`config.mk`:
```
export PLATFORM = sky130hd
export DESIGN_NAME = apb_uart_byte_pump
export DESIGN_NICKNAME = d
export VERILOG_FILES = /design/src/rtl/apb_uart_byte_pump.sv
export SDC_FILE = /design/constraint.sdc
export NUM_CORES = 1
export LEC_CHECK = 0
export BUFFER_PORTS_ARGS = -buffer_cell sky130_fd_sc_hd__buf_2
export CAP_MARGIN = 10
export CORE_MARGIN = 2
export CORE_UTILIZATION = 52
export CTS_BUF_LIST = sky130_fd_sc_hd__clkbuf_4 sky130_fd_sc_hd__clkbuf_8 sky130_fd_sc_hd__clkbuf_16
export DETAILED_ROUTE_END_ITERATION = 8
export GPL_ROUTABILITY_DRIVEN = 0
export PLACE_DENSITY_LB_ADDON = 0.05
export SETUP_SLACK_MARGIN = 0.4
export SLEW_MARGIN = 0
export SYNTH_ARGS = -nofsm -noshare
export SYNTH_HDL_FRONTEND = slang
export SYNTH_SLANG_ARGS = --single-unit
```
`constraint.sdc`:
```
create_clock -name PCLK -period 2.4 [get_ports PCLK]
set_input_delay 0.72 -clock PCLK [delete_from_list [all_inputs] [get_ports PCLK]]
set_output_delay 0.72 -clock PCLK [all_outputs]
set_load 0.01 [all_outputs]
```
`src/rtl/apb_uart_byte_pump.sv`:
```
// APB master that configures a CoreUARTapb after reset, then pumps bytes between
// valid/ready streams and the UART TX/RX data registers, paced by TXRDY/RXRDY.
module apb_uart_byte_pump #(
    parameter logic [12:0] BAUD_VALUE = 13'd1,
    parameter logic        PRG_BIT8   = 1'b1,
    parameter logic [1:0]  PRG_PARITY = 2'b00,
    parameter int unsigned GUARD      = 2
) (
    input  logic       PCLK,
    input  logic       PRESET,
    input  logic [7:0] s_tdata,
    input  logic       s_tvalid,
    output logic       s_tready,
    output logic [7:0] m_rdata,
    output logic       m_rvalid,
    input  logic       m_rready,
    input  logic       TXRDY,
    input  logic       RXRDY,
    output logic       PSEL,
    output logic       PENABLE,
    output logic       PWRITE,
    output logic [4:0] PADDR,
    output logic [7:0] PWDATA,
    input  logic [7:0] PRDATA,
    input  logic       PREADY,
    output logic       init_done
);

    localparam logic [4:0] AddrTxData = 5'h00;
    localparam logic [4:0] AddrRxData = 5'h04;
    localparam logic [4:0] AddrCtrl1  = 5'h08;
    localparam logic [4:0] AddrCtrl2  = 5'h0C;
    localparam logic [2:0] GuardVal   = 3'(GUARD);

    typedef enum logic [1:0] {StIdle, StSetup, StAccess} state_e;
    typedef enum logic [2:0] {OpNone, OpInit1, OpInit2, OpRx, OpTx} op_e;

    state_e      state_q;
    op_e         op_q;
    op_e         next_op;
    logic        psel_q, penable_q, pwrite_q;
    logic [4:0]  paddr_q;
    logic [7:0]  pwdata_q;
    logic        init1_q, init_done_q;
    logic [7:0]  tx_data_q, rx_data_q;
    logic        tx_valid_q, rx_valid_q;
    logic [2:0]  tx_guard_q, rx_guard_q;

    // Packs {PWRITE, PADDR, PWDATA} for the op about to enter SETUP.
    function automatic logic [13:0] op_bus(input op_e op);
        logic [13:0] bus;
        bus = '0;
        case (op)
            OpInit1: bus = {1'b1, AddrCtrl1, BAUD_VALUE[7:0]};
            OpInit2: bus = {1'b1, AddrCtrl2, BAUD_VALUE[12:8], PRG_PARITY, PRG_BIT8};
            OpRx:    bus = {1'b0, AddrRxData, 8'h00};
            OpTx:    bus = {1'b1, AddrTxData, tx_data_q};
            default: bus = '0;
        endcase
        return bus;
    endfunction

    always_comb begin
        next_op = OpNone;
        if (!init1_q) begin
            next_op = OpInit1;
        end else if (!init_done_q) begin
            next_op = OpInit2;
        end else if (RXRDY && !rx_valid_q && (rx_guard_q == 3'd0)) begin
            next_op = OpRx;
        end else if (tx_valid_q && TXRDY && (tx_guard_q == 3'd0)) begin
            next_op = OpTx;
        end
    end

    always_ff @(posedge PCLK or posedge PRESET) begin
        if (PRESET) begin
            state_q     <= StIdle;
            op_q        <= OpNone;
            psel_q      <= 1'b0;
            penable_q   <= 1'b0;
            pwrite_q    <= 1'b0;
            paddr_q     <= '0;
            pwdata_q    <= '0;
            init1_q     <= 1'b0;
            init_done_q <= 1'b0;
            tx_data_q   <= '0;
            rx_data_q   <= '0;
            tx_valid_q  <= 1'b0;
            rx_valid_q  <= 1'b0;
            tx_guard_q  <= '0;
            rx_guard_q  <= '0;
        end else begin
            if (tx_guard_q != 3'd0) tx_guard_q <= tx_guard_q - 3'd1;
            if (rx_guard_q != 3'd0) rx_guard_q <= rx_guard_q - 3'd1;
            if (s_tvalid && s_tready) begin
                tx_data_q  <= s_tdata;
                tx_valid_q <= 1'b1;
            end
            if (rx_valid_q && m_rready) rx_valid_q <= 1'b0;

            case (state_q)
                StIdle: begin
                    if (next_op != OpNone) begin
                        state_q                        <= StSetup;
                        op_q                           <= next_op;
                        psel_q                         <= 1'b1;
                        {pwrite_q, paddr_q, pwdata_q}  <= op_bus(next_op);
                    end
                end
                StSetup: begin
                    state_q   <= StAccess;
                    penable_q <= 1'b1;
                end
                StAccess: begin
                    if (PREADY) begin
                        penable_q <= 1'b0;
                        case (op_q)
                            OpInit1: init1_q <= 1'b1;
                            OpInit2: init_done_q <= 1'b1;
                            OpRx: begin
                                rx_data_q  <= PRDATA;
                                rx_valid_q <= 1'b1;
                                rx_guard_q <= GuardVal;
                            end
                            OpTx: begin
                                tx_valid_q <= 1'b0;
                                tx_guard_q <= GuardVal;
                            end
                            default: ;
                        endcase
                        // The two config writes run back to back so init finishes in 4 cycles.
                        if (op_q == OpInit1) begin
                            state_q                       <= StSetup;
                            op_q                          <= OpInit2;
                            {pwrite_q, paddr_q, pwdata_q} <= op_bus(OpInit2);
                        end else begin
                            state_q <= StIdle;
                            psel_q  <= 1'b0;
                        end
                    end
                end
                default: state_q <= StIdle;
            endcase
        end
    end

    assign PSEL      = psel_q;
    assign PENABLE   = penable_q;
    assign PWRITE    = pwrite_q;
    assign PADDR     = paddr_q;
    assign PWDATA    = pwdata_q;
    assign init_done = init_done_q;
    assign s_tready  = init_done_q & ~tx_valid_q;
    assign m_rvalid  = rx_valid_q;
    assign m_rdata   = rx_data_q;

endmodule
```
# After elaboration in Yosys (flattened, before gate mapping)
# Cells that the tools add are included.
classes:
  n_addsub: 2
  eq_ne: 14
  n_mux: 47
  bitwise_logic: 2
  n_reduce_logical: 22
ops:
  columns: ["op", "n"]
  rows:
  - ["case mux 14 bit (4 select lines)", 1]
  - ["2-to-1 mux 3 bit", 15]
  - ["2-to-1 mux 8 bit", 3]
  - ["2-to-1 mux 1 bit", 16]
  - ["case mux 8 bit (2 select lines)", 1]
  - ["2-to-1 mux 5 bit", 3]
  - ["== test 3 x 2 -> 1 bit, second input constant", 4]
  - ["case mux 5 bit (2 select lines)", 1]
  - ["AND reduction 3 bit", 3]
  - ["nonzero test 3 bit", 3]
  - ["!= test 2 bit, second input constant", 4]
  - ["AND reduction 4 bit", 2]
  - ["== test 3 x 1 -> 1 bit, second input constant", 2]
  - ["== test 3 bit, second input constant", 2]
  - ["logical AND 1 bit", 6]
  - ["zero test 3 bit", 2]
  - ["case mux 1 bit (2 select lines)", 3]
  - ["case mux 2 bit (3 select lines)", 1]
  - ["case mux 3 bit (2 select lines)", 1]
  - ["subtractor 3 x 1 -> 3 bit, second input constant", 2]
  - ["2-to-1 mux 2 bit", 2]
  - ["AND reduction 2 bit", 2]
  - ["nonzero test 2 bit", 2]
  - ["== test 2 x 1 -> 1 bit, second input constant", 1]
  - ["5 further kinds", 5]
totals:
  register_bits: 47
  elab_cells: 102

# Depth between registers and ports, before layout
logic_depth:
  ltp_word: 10
  ltp_mapped: 8

# Worst setup path after synthesis
# No wires, ideal clock.
synth_timing:
  path_type: "input to register"
  startpoint: "input port RXRDY"
  endpoint: "register paddr_q[3] (netlist: PADDR[3])"
  setup_time_ns: 0.128
  arrival_time_ns: 1.846
  required_ns: 2.272
  slack_ns: 0.426
  cell_stages: 5
  path_buffers: 0
  path_cell_list: "nor4bb_4 -> or4b_4 -> o21ai_4 -> inv_4 -> mux2_1"
synth_via:
  elab_chain_len: 9
synth_lines:
  columns: ["item", "line", "rtl"]
  rows:
  - ["from (decl)", "18", "input logic RXRDY,"]
  - ["logical AND 1 bit * (2 in a row)", "69", "end else if (RXRDY && !rx_valid_q && (rx_guard_q == 3'd0)) begin"]
  - ["2-to-1 mux 3 bit *", "69", null]
  - ["2-to-1 mux 3 bit *", "67", "end else if (!init_done_q) begin"]
  - ["2-to-1 mux 3 bit *", "65", "if (!init1_q) begin"]
  - ["== test 3 bit, or another cell as far along", "53", "case (op)"]
  - ["case mux 14 bit (4 select lines)", "53", null]
  - ["2-to-1 mux 5 bit", "104", "if (next_op != OpNone) begin"]
  - ["case mux 5 bit (2 select lines)", "102", "case (state_q)"]
  - ["to (signal assigned)", "108", "{pwrite_q, paddr_q, pwdata_q} <= op_bus(next_op);"]
  - ["to (signal assigned)", "136", "{pwrite_q, paddr_q, pwdata_q} <= op_bus(OpInit2);"]
  - ["to (decl)", "42", "logic [4:0] paddr_q;"]
# Every way passes the cells marked *; elsewhere a longest branch is shown, timed or not. The select of a mux whose other input is x is not followed.
# A chain may end at the register's enable or synchronous reset.

# Worst setup path in the final report
layout_timing:
  startpoint: "register rx_guard_q[1]"
  endpoint: "register op_q[2]"
layout_via:
  elab_chain_len: 8
layout_lines:
  columns: ["item", "line", "rtl"]
  rows:
  - ["from (decl)", "47", "logic [2:0] tx_guard_q, rx_guard_q;"]
  - ["from (signal assigned)", "95", "if (rx_guard_q != 3'd0) rx_guard_q <= rx_guard_q - 3'd1;"]
  - ["from (signal assigned)", "124", "rx_guard_q <= GuardVal;"]
  - ["zero test 3 bit *", "69", null]
  - ["logical AND 1 bit *", "69", null]
  - ["2-to-1 mux 3 bit *", "69", null]
  - ["2-to-1 mux 3 bit *", "67", null]
  - ["2-to-1 mux 3 bit *", "65", null]
  - ["nonzero test 3 bit", "104", null]
  - ["!= test 2 bit (no line)", null, null]
  - ["AND reduction 4 bit (no line)", null, null]
  - ["to (signal assigned)", "79", "op_q <= OpNone;"]
  - ["to (signal assigned)", "106", "op_q <= next_op;"]
  - ["to (signal assigned)", "135", "op_q <= OpInit2;"]
  - ["to (decl)", "39", "op_e op_q;"]
# Marks and branches as above.

==> flow_summary.json <==
{
  "finalCriticalPeriod_ns": 1.97,
  "cts_hold_buf": 0,
  "power.density_nw_per_um2": 1280,
  "worst_path_maximum_fanout": 7,
  "dr_total_vias": 1368,
  "critPathCaptureType": "flop",
  "global_route.usage.total_pct": 18.8,
  "setup_viol": 0,
  "worst_skew_pair.late_latency_ns": 0.30,
  "mostFrequentLayoutCells": "sky130_fd_sc_hd__buf_2, sky130_fd_sc_hd__dfrtp_1, sky130_fd_sc_hd__inv_1",
  "grt_start_max_net_pins": 39,
  "clkTransAtPathRegs_ns": 0.08,
  "result_of_the_run": "completed",
  "io_buffer_count": 46,
  "yosys_warnings": 0,
  "timing.setup.critical_path_class": "reg -> reg",
  "clock_tree.root_cell": "sky130_fd_sc_hd__clkbuf_8",
  "cts_buffer_depth": 2,
  "post-route-period-util_pct": 82.0,
  "reg2reg_slack_ns": 0.43,
  "row_count": 22,
  "cp.arrival_ns": 2.15,
  "antenna-diode-count": 0,
  "worst_ir_drop_vdd_v": 0.000705,
  "ant_nets": 0,
  "die-width_um": 65.6,
  "mostFrequentLayoutCell": "sky130_fd_sc_hd__buf_2",
  "reg2reg_to": "op_q[2]$_DFFE_PP0P_",
  "start_kind": "flop",
  "hold_violations": 0,
  "area_of_the_mapped_netlist_um2": 1970,
  "rr_startpoint": "rx_guard_q[1]$_DFF_PP0_",
  "fp.dieH_um": 65.6,
  "htreeDepth": 2,
  "netlist_instances": 166,
  "synthToLayoutAreaGrowth_pct": 25.2,
  "grt_first_pass_wirelength_um": 5920,
  "cts_tree": "built",
  "wl_per_cell_um": 13.0,
  "yosys_most_used_dff": "sky130_fd_sc_hd__dfrtp_1",
  "tritoncts_buffers": 5,
  "dr.first_iter.drc_count": 52,
  "finish.net_count": 253,
  "overflow": 0,
  "placed_area_um2": 2250,
  "initial_utilization_pct": 53.9,
  "leakage_power_of_the_design_nw": 1.25,
  "antenna_found_initial": 0,
  "num_io_pins": 50,
  "hpwlAfterDp_um": 2570,
  "layout-drive-gt1-share_pct": 38.5,
  "worstHoldPathType": "in -> async",
  "fp.coreArea_um2": 3660,
  "synth_enable_flop_cells": 0,
  "setup-tns-final_ns": 0,
  "number_of_drc_violations_after_detailed_routing": 0,
  "fmax_mhz": 508,
  "synthArstFlopShare_pct": 100,
  "report.final.slew_viol_count": 0,
  "fin_skew_ns": 0.0109,
  "grt_setup_unrepaired": "true",
  "yosys.cell_types.count": 35,
  "synth-seq-cells": 44,
  "vias_per_cell": 4.99,
  "worstPathRequired_ns": 2.58,
  "grt_pass1_vias": 1327,
  "design.die.area_um2": 4300,
  "maxCapViolCount": 0,
  "ys_seq_area_share_pct": 55.8,
  "numClockSinks": 44,
  "synth_area_per_cell_um2": 11.9,
  "final_design_area_no_fill_um2": 2470,
  "worst-r2r-cell-count": 7,
  "routed_wirelength_um": 3560,
  "drt_first_pass_iters": 4
}
stage by stage:
step	total power [mW]	hold WS [ns]	instances	worst slack [ns]	util, %
floorplan	2.06	0.459	168	0.426	-
global placement	2.30	0.462	260	0.206	61.6
detailed placement	2.36	0.469	260	0.191	61.6
CTS	3.03	0.290	268	0.408	65.3
global route	3.39	0.293	274	0.371	67.4
finish	3.16	0.301	274	0.433	67.4
cell families after synthesis:
kind of cell | count (synthesis) | share of synthesized area, %
fa+ha+maj | 4 | 2.54
xor+xnor | 2 | 0.888
buf+inv | 26 | 6.09
other cells | 1 | 0.190
flops | 44 | 55.8
compound gates | 16 | 5.65
mux | 28 | 15.4
simple gates | 45 | 13.5
registers in the layout, indices dropped and copies added (netlist names), 2 cells and up:
name        count
rx_guard_q      3
PADDR           2
PWDATA          8
state_q         2
tx_data_q       8
op_q            3
tx_guard_q      3
m_rdata         8
layer usage:
metal / track usage, % / up-vias / share of wire (%)
li1: - / 660 / -
met1: 22.0 / 658 / 43
met2: 31.1 / 45 / 49
met3: 6.16 / 5 / 5.3
met4: 8.59 / 0 / 2.0
met5: 0 / - / 0
worst max-delay path, cell delays in order (launching register included):
cell and delay, ns:
sky130_fd_sc_hd__dfrtp_1 0.37, sky130_fd_sc_hd__inv_2 0.06, sky130_fd_sc_hd__ha_4 0.16, sky130_fd_sc_hd__nor4bb_4 0.17, sky130_fd_sc_hd__or4b_4 0.56, sky130_fd_sc_hd__o21ai_4 0.11, sky130_fd_sc_hd__clkinv_4 0.11, sky130_fd_sc_hd__mux2_1 0.31
report_power, final:
| group | switching (mW) | leakage [nW] | internal, mW | total, mW |
|---|---|---|---|---|
| logic | 0.615 | 0.641 | 0.670 | 1.29 |
| clock network | 0.238 | 0.0642 | 0.409 | 0.648 |
| registers | 0.196 | 0.542 | 1.03 | 1.23 |
| total | 1.05 | 1.25 | 2.11 | 3.16 |
worst max path at each step:
stage | end | cells after the start | slack, ns | from
6_report | op_q[2]$_DFFE_PP0P_ | 7 | 0.43 | rx_guard_q[1]$_DFF_PP0_
4_1_cts | PADDR[3]$_DFFE_PP0P_ | 7 | 0.41 | rx_guard_q[0]$_DFF_PP0_
5_1_grt | op_q[2]$_DFFE_PP0P_ | 7 | 0.37 | rx_guard_q[1]$_DFF_PP0_
2_1_floorplan | PADDR[3]$_DFFE_PP0P_ | 5 | 0.43 | RXRDY
3_3_place_gp | PADDR[3]$_DFFE_PP0P_ | 6 | 0.21 | RXRDY
3_5_place_dp | PADDR[3]$_DFFE_PP0P_ | 6 | 0.19 | RXRDY
Yosys cell counts (2+ instances only):
master	count	area [um2]
sky130_fd_sc_hd__mux2_2	10	113
sky130_fd_sc_hd__o21ai_0	3	15.0
sky130_fd_sc_hd__mux2_1	8	90.1
sky130_fd_sc_hd__a22o_1	2	17.5
sky130_fd_sc_hd__nand2b_1	5	31.3
sky130_fd_sc_hd__mux2i_1	10	100
sky130_fd_sc_hd__buf_4	3	22.5
sky130_fd_sc_hd__inv_1	20	75.1
sky130_fd_sc_hd__xnor2_1	2	17.5
sky130_fd_sc_hd__nor2_1	13	48.8
sky130_fd_sc_hd__nand2_1	13	48.8
sky130_fd_sc_hd__nor2b_1	2	12.5
sky130_fd_sc_hd__dfrtp_1	44	1100
sky130_fd_sc_hd__nand3_1	2	10.0
sky130_fd_sc_hd__a21oi_1	6	30.0
sky130_fd_sc_hd__ha_1	4	50.1
timing repair:
| item | in CTS | in global routing |
|---|---|---|
| buffers inserted | 1 | 6 |
| resized for setup | 1 | 9 |
| pin swaps | 1 | 2 |
| endpoints found under the setup margin | 2 | 8 |
area by class of cell:
| class | instances | area [um2] |
|---|---|---|
| Clock buffer | 5 | 68.8 |
| Clock inverter | 2 | 60.1 |
| Fill cell | 283 | 1190 |
| Inverter | 21 | 83.8 |
| Multi-Input combinational cell | 98 | 790 |
| Sequential cell | 44 | 1100 |
| Tap cell | 48 | 60.1 |
| Timing Repair Buffer | 56 | 305 |
(Power assumes the default switching activity.)
